==> src/rtl/gsr_pur_pkg.sv <==
// gsr_pur_pkg: shared defaults and counter-width helper for the GSR/PUR generator
package gsr_pur_pkg;
  localparam int PUR_CYCLES_DEF = 16;
  localparam int GSR_PULSE_DEF = 4;
  localparam int SYNC_STAGES_DEF = 2;
  function automatic int cnt_w(input int n);
    return $clog2(n + 1);
  endfunction
endpackage

==> src/rtl/gsr_pur_assign_gen_if.sv <==
// gsr_pur_assign_gen_if: request inputs and global reset nets of the GSR/PUR generator
interface gsr_pur_assign_gen_if;
  logic GSRN_IN;
  logic SW_GSR;
  logic PURNET;
  logic GSRNET;
  logic PUR_DONE;
  logic GSR_ACTIVE;
  modport master(output GSRN_IN, SW_GSR, input PURNET, GSRNET, PUR_DONE, GSR_ACTIVE);
  modport slave(input GSRN_IN, SW_GSR, output PURNET, GSRNET, PUR_DONE, GSR_ACTIVE);
endinterface

==> src/rtl/gsr_pur_sync.sv <==
// gsr_pur_sync: flop-chain synchroniser that resets to the deasserted (1) level
module gsr_pur_sync
  import gsr_pur_pkg::*;
#(
  parameter int STAGES = SYNC_STAGES_DEF
) (
  input  logic clk,
  input  logic rst,
  input  logic d,
  output logic q
);
  logic [STAGES-1:0] ff;
  if (STAGES < 2) begin : g_bad_stages
    $fatal(1, "gsr_pur_sync: STAGES must be >= 2");
  end
  always_ff @(posedge clk)
    if (rst) ff <= '1;
    else ff <= {ff[STAGES-2:0], d};
  assign q = ff[STAGES-1];
endmodule

==> src/rtl/gsr_pur_assign_gen.sv <==
// gsr_pur_assign_gen: power-up reset sequencer and stretched global set/reset for gearing cells
module gsr_pur_assign_gen
  import gsr_pur_pkg::*;
#(
  parameter int PUR_CYCLES  = PUR_CYCLES_DEF,
  parameter int GSR_PULSE   = GSR_PULSE_DEF,
  parameter int SYNC_STAGES = SYNC_STAGES_DEF,
  parameter int GSR_ENABLE  = 1
) (
  input logic CLK,
  input logic RST,
  gsr_pur_assign_gen_if.slave bus
);
  localparam int PW = cnt_w(PUR_CYCLES);
  localparam int SW = cnt_w(GSR_PULSE);
  localparam logic [PW-1:0] PUR_MAX = PW'(PUR_CYCLES);
  localparam logic [SW-1:0] PULSE = SW'(GSR_PULSE);
  if (PUR_CYCLES < 1) begin : g_bad_pur
    $fatal(1, "gsr_pur_assign_gen: PUR_CYCLES must be >= 1");
  end
  if (GSR_PULSE < 1) begin : g_bad_pulse
    $fatal(1, "gsr_pur_assign_gen: GSR_PULSE must be >= 1");
  end
  if (SYNC_STAGES < 2) begin : g_bad_sync
    $fatal(1, "gsr_pur_assign_gen: SYNC_STAGES must be >= 2");
  end
  if (GSR_ENABLE != 0 && GSR_ENABLE != 1) begin : g_bad_en
    $fatal(1, "gsr_pur_assign_gen: GSR_ENABLE must be 0 or 1");
  end
  logic [PW-1:0] pur_cnt, pur_cnt_nxt;
  logic [SW-1:0] str_cnt, str_cnt_nxt;
  logic sync_q, gsr_req_sync, req, pur_nxt, gsr_nxt;
  gsr_pur_sync #(.STAGES(SYNC_STAGES)) u_sync (
    .clk(CLK),
    .rst(RST),
    .d  (bus.GSRN_IN),
    .q  (sync_q)
  );
  assign gsr_req_sync = ~sync_q;
  // requests only count once power-up has finished; the stretch counter holds the remaining low time
  always_comb begin
    pur_cnt_nxt = (pur_cnt == PUR_MAX) ? pur_cnt : pur_cnt + PW'(1);
    pur_nxt = pur_cnt_nxt == PUR_MAX;
    req = (GSR_ENABLE == 1) && bus.PUR_DONE && (bus.SW_GSR || gsr_req_sync);
    str_cnt_nxt = req ? PULSE : (str_cnt != '0) ? str_cnt - SW'(1) : str_cnt;
    gsr_nxt = pur_nxt && (str_cnt_nxt == '0) && !req;
  end
  always_ff @(posedge CLK)
    if (RST) begin
      pur_cnt <= '0;
      str_cnt <= '0;
      bus.PURNET <= 1'b0;
      bus.GSRNET <= 1'b0;
      bus.PUR_DONE <= 1'b0;
      bus.GSR_ACTIVE <= 1'b0;
    end else begin
      pur_cnt <= pur_cnt_nxt;
      str_cnt <= str_cnt_nxt;
      bus.PURNET <= pur_nxt;
      bus.GSRNET <= gsr_nxt;
      bus.PUR_DONE <= pur_nxt;
      bus.GSR_ACTIVE <= pur_nxt && !gsr_nxt;
    end
endmodule

==> src/flat_wrapper.sv <==
// flat-port wrapper written by rule: the top's interface ports become plain ports
module gsr_pur_assign_gen_flat import gsr_pur_pkg::*;
#(
  parameter int PUR_CYCLES  = PUR_CYCLES_DEF,
  parameter int GSR_PULSE   = GSR_PULSE_DEF,
  parameter int SYNC_STAGES = SYNC_STAGES_DEF,
  parameter int GSR_ENABLE  = 1
)
  (CLK, RST, bus_GSRN_IN, bus_SW_GSR, bus_PURNET, bus_GSRNET, bus_PUR_DONE, bus_GSR_ACTIVE);
  gsr_pur_assign_gen_if bus_i ();
  input logic CLK;
  input logic RST;
  input wire logic [$bits(bus_i.GSRN_IN)-1:0] bus_GSRN_IN;
  input wire logic [$bits(bus_i.SW_GSR)-1:0] bus_SW_GSR;
  output wire logic [$bits(bus_i.PURNET)-1:0] bus_PURNET;
  output wire logic [$bits(bus_i.GSRNET)-1:0] bus_GSRNET;
  output wire logic [$bits(bus_i.PUR_DONE)-1:0] bus_PUR_DONE;
  output wire logic [$bits(bus_i.GSR_ACTIVE)-1:0] bus_GSR_ACTIVE;
  assign bus_i.GSRN_IN = bus_GSRN_IN;
  assign bus_i.SW_GSR = bus_SW_GSR;
  assign bus_PURNET = bus_i.PURNET;
  assign bus_GSRNET = bus_i.GSRNET;
  assign bus_PUR_DONE = bus_i.PUR_DONE;
  assign bus_GSR_ACTIVE = bus_i.GSR_ACTIVE;
  gsr_pur_assign_gen #(.PUR_CYCLES(PUR_CYCLES), .GSR_PULSE(GSR_PULSE), .SYNC_STAGES(SYNC_STAGES), .GSR_ENABLE(GSR_ENABLE)) u_core (.CLK(CLK), .RST(RST), .bus(bus_i));
endmodule
==> config.mk <==
export PLATFORM = sky130hd
export DESIGN_NAME = gsr_pur_assign_gen_flat
export DESIGN_NICKNAME = d
export VERILOG_FILES = /design/src/rtl/gsr_pur_pkg.sv /design/src/rtl/gsr_pur_assign_gen_if.sv /design/src/rtl/gsr_pur_sync.sv /design/src/rtl/gsr_pur_assign_gen.sv /design/src/flat_wrapper.sv
export SDC_FILE = /design/constraint.sdc
export NUM_CORES = 1
export LEC_CHECK = 0
export CAP_MARGIN = 0
export CORE_MARGIN = 2
export CORE_UTILIZATION = 40
export CTS_CLUSTER_SIZE = 24
export DETAILED_ROUTE_END_ITERATION = 8
export PLACE_DENSITY = 0.58
export SYNTH_ARGS = -nofsm -noshare
export SYNTH_HDL_FRONTEND = slang
export SYNTH_SLANG_ARGS = --single-unit
==> constraint.sdc <==
create_clock -name CLK -period 1.65 [get_ports CLK]
set_input_delay 0.495 -clock CLK [delete_from_list [all_inputs] [get_ports CLK]]
set_output_delay 0.495 -clock CLK [all_outputs]
set_load 0.1 [all_outputs]
==> results.cfg <==
[final_layout]
nNetsFinal = 84
final_cell_mix = 12 x dfxtp_1, 8 x nor2_1, 7 x inv_1
layout_commonest_cell = dfxtp_1
postLayoutCoreUtil_pct = 52.6
drive_above_1_share_pct = 21.6
n_fill_cell = 148
area_growth_pct = 27.2
diodes = 0

[power_and_ir_drop]
powerDensity_nw_per_um2 = 1050
power.total_uw = 812
power_frac_clock_pct = 23.5
ir_drop_mv = 0.613
p_leak_nw = 0.348
comb_power_share_pct = 31.4
power_switching_uw = 242
p_int_uw = 570
switching_share_pct = 29.8
p_seq_share_pct = 45.1

[critical_path]
critical_path.endpoint = u_core.bus.GSRNET$_SDFF_PP0_
cp_max_fo = 5
required_ns = 1.83
crit_arrival_ns = 1.67
rrSetupSlack_ns = 0.16
start_kind = flip-flop
r2r_end = u_core.bus.GSRNET$_SDFF_PP0_
rr_startpoint = u_core.str_cnt[0]$_SDFF_PP0_
r2r_cells = 7
crit_type = flip-flop to flip-flop
cp-startpoint = u_core.str_cnt[0]$_SDFF_PP0_
worst_setup_path_end_kind = flip-flop

[cts]
cts_made_buffers = 3
clockBufferDepth = 2
postCtsSetupBuffers = 0
holdBufCountCts = 0
htree_levels = 1
clock_sinks = 13
clock-root-buffer = clkbuf_4
path_clk_slew_ns = 0.07
clock_latency_ns = 0.27
cts_tree = yes

[timing]
rsz0062_at_grt = no
drv_slew = 0
finalCriticalPeriod_ns = 1.49
finalHoldViolations = 0
setup_viol = 0
finalCritPeriodShare_pct = 90.5
finClkSkew_ns = 0.00495
tns_ns = 0
max_freq_mhz = 669
worst_pin_slew_ns = 0.226
relSlewSlack_pct = 84.9

[place]
place_hpwl_um = 702
place_congestion = 0.699
io_buffers = 7

[floorplan]
initial_core_util_pct = 41.3
placementRows = 14
dieWidth_um = 43.0
fp.dieH_um = 43.0
ioPinCount = 8
core_um2 = 1470
die-area_um2 = 1850

[yosys]
synthCells = 64
netlist_area_um2 = 608
synth.distinct_cells = 24
synth_fp_nets = 73
postSynthAreaPerCell_um2 = 9.50
yosysSeqAreaShare_pct = 42.8
ys_ff_latch = 13
yosys_warnings = 0

[global_routing]
grt_pass1_wl_um = 1640
grt_max_degree = 9
grt_pass1_vias = 408
grt.total_usage_pct = 12.6
antenna_found_initial = 0
grt_overflow = 0

[job]
maxCapViolCount = 0

[route]
drcViolationCount = 0
drtIter0Drc = 2
vias = 419
ant_nets = 0
vias_per_cell = 4.66
drt-total-wl_um = 958
drtPass1Iterations = 4
post_drt_wl_per_cell_um = 10.6

[worst_hold_path]
hold_depth = 1
worstHoldPathType = flip-flop to flip-flop

[status]
status = finished, final reports clean
## power groups by stage
stage	registers (mW)	logic, mW	clock network, mW
finish	0.366	0.255	0.191
global route	0.374	0.301	0.211
CTS	0.366	0.228	0.199
detailed placement	0.374	0.225	0
global placement	0.371	0.218	0
floorplan	0.367	0.179	0
## worst max-delay path, stage by stage, from the launching register on
cell	delay, ns
dfxtp_1	0.34
inv_1	0.08
ha_1	0.23
ha_4	0.18
and3b_1	0.18
a31oi_1	0.19
nor2b_1	0.08
nor2b_1	0.13
## cell type report
class | count | area, um^2 | share of cell area (%)
multi-input cells | 42 | 322 | 41.6
repair buffers | 8 | 118 | 15.2
well taps | 16 | 20.0 | 2.59
inverters | 7 | 26.3 | 3.40
flip-flops and latches | 13 | 262 | 33.8
clock buffers | 4 | 26.3 | 3.40
## synthesized netlist by cell type
library cell  number  area [um^2]
inv_1              7         26.3
nor2b_1            6         37.5
nand2_1            1         3.75
nand4_2            1         12.5
and2_1             2         12.5
mux2_2             1         11.3
xor2_1             1         8.76
xnor2_1            2         17.5
o21ai_0            1         5.00
dfxtp_1           13          260
ha_1               5         62.6
mux2_4             1         15.0
nand3b_1           1         7.51
buf_4              1         7.51
nor2_1             8         30.0
mux2i_1            1         10.0
and3b_1            1         8.76
and4bb_4           1         16.3
nand3_1            2         10.0
buf_2              1         5.00
or2_2              2         12.5
a21oi_1            3         15.0
nand2b_1           1         6.26
a31oi_1            1         6.26
## through the flow
step           instances  hold WS [ns]  setup WS, ns  instance area (um^2)
2_1_floorplan         64         0.389         0.113                   609
3_3_place_gp          86         0.397        0.0152                   734
3_5_place_dp          86         0.397        0.0407                   734
4_1_cts               90         0.415         0.117                   761
5_1_grt               90         0.452        0.0191                   773
6_report              90         0.412         0.156                   773
## logic make-up after synthesis
kind of cell | Yosys count | share of synthesized area [%]
muxes | 3 | 5.97
buffers and inverters | 9 | 6.38
DFF | 13 | 42.8
xor gates and xnor gates | 3 | 4.32
and+or+nand+nor | 26 | 25.9
adders and majority gates | 5 | 10.3
AOI/OAI and AO/OA | 5 | 4.32
## metal layers
layer | part of all wire, % | wire length, um | vias up | global-route usage (%)
li1 | - | - | 224 | -
met2 | 47 | 451 | 10 | 17.6
met3 | 5.9 | 57 | 2 | 6.38
met1 | 45 | 435 | 183 | 15.3
met5 | 0 | 0 | - | 0
met4 | 1.5 | 14 | 0 | 7.27
## how the worst min path moves through the flow
stage                                   start                             end  slack [ns]
2_1_floorplan  u_core.u_sync.ff[0]$_SDFF_PP1_  u_core.u_sync.ff[1]$_SDFF_PP1_        0.39
4_1_cts        u_core.u_sync.ff[0]$_SDFF_PP1_  u_core.u_sync.ff[1]$_SDFF_PP1_        0.41
6_report       u_core.u_sync.ff[0]$_SDFF_PP1_  u_core.u_sync.ff[1]$_SDFF_PP1_        0.41
3_3_place_gp   u_core.u_sync.ff[0]$_SDFF_PP1_  u_core.u_sync.ff[1]$_SDFF_PP1_        0.40
3_5_place_dp   u_core.u_sync.ff[0]$_SDFF_PP1_  u_core.u_sync.ff[1]$_SDFF_PP1_        0.40
5_1_grt        u_core.u_sync.ff[0]$_SDFF_PP1_  u_core.u_sync.ff[1]$_SDFF_PP1_        0.45
## registers in the layout, indices dropped and copies added (netlist names)
name,count
u_core.pur_cnt,5
u_core.bus.PURNET,1
u_core.str_cnt,3
u_core.bus.GSRNET,1
u_core.bus.GSR_ACTIVE,1
u_core.u_sync.ff,2
## what timing repair did
| action | CTS | global route |
|---|---|---|
| setup endpoints to repair | 0 | 1 |
| gates resized for setup | 0 | 2 |
| endpoints found under the hold margin | 0 | 0 |
No activity file was read; power rests on OpenSTA's default activity.
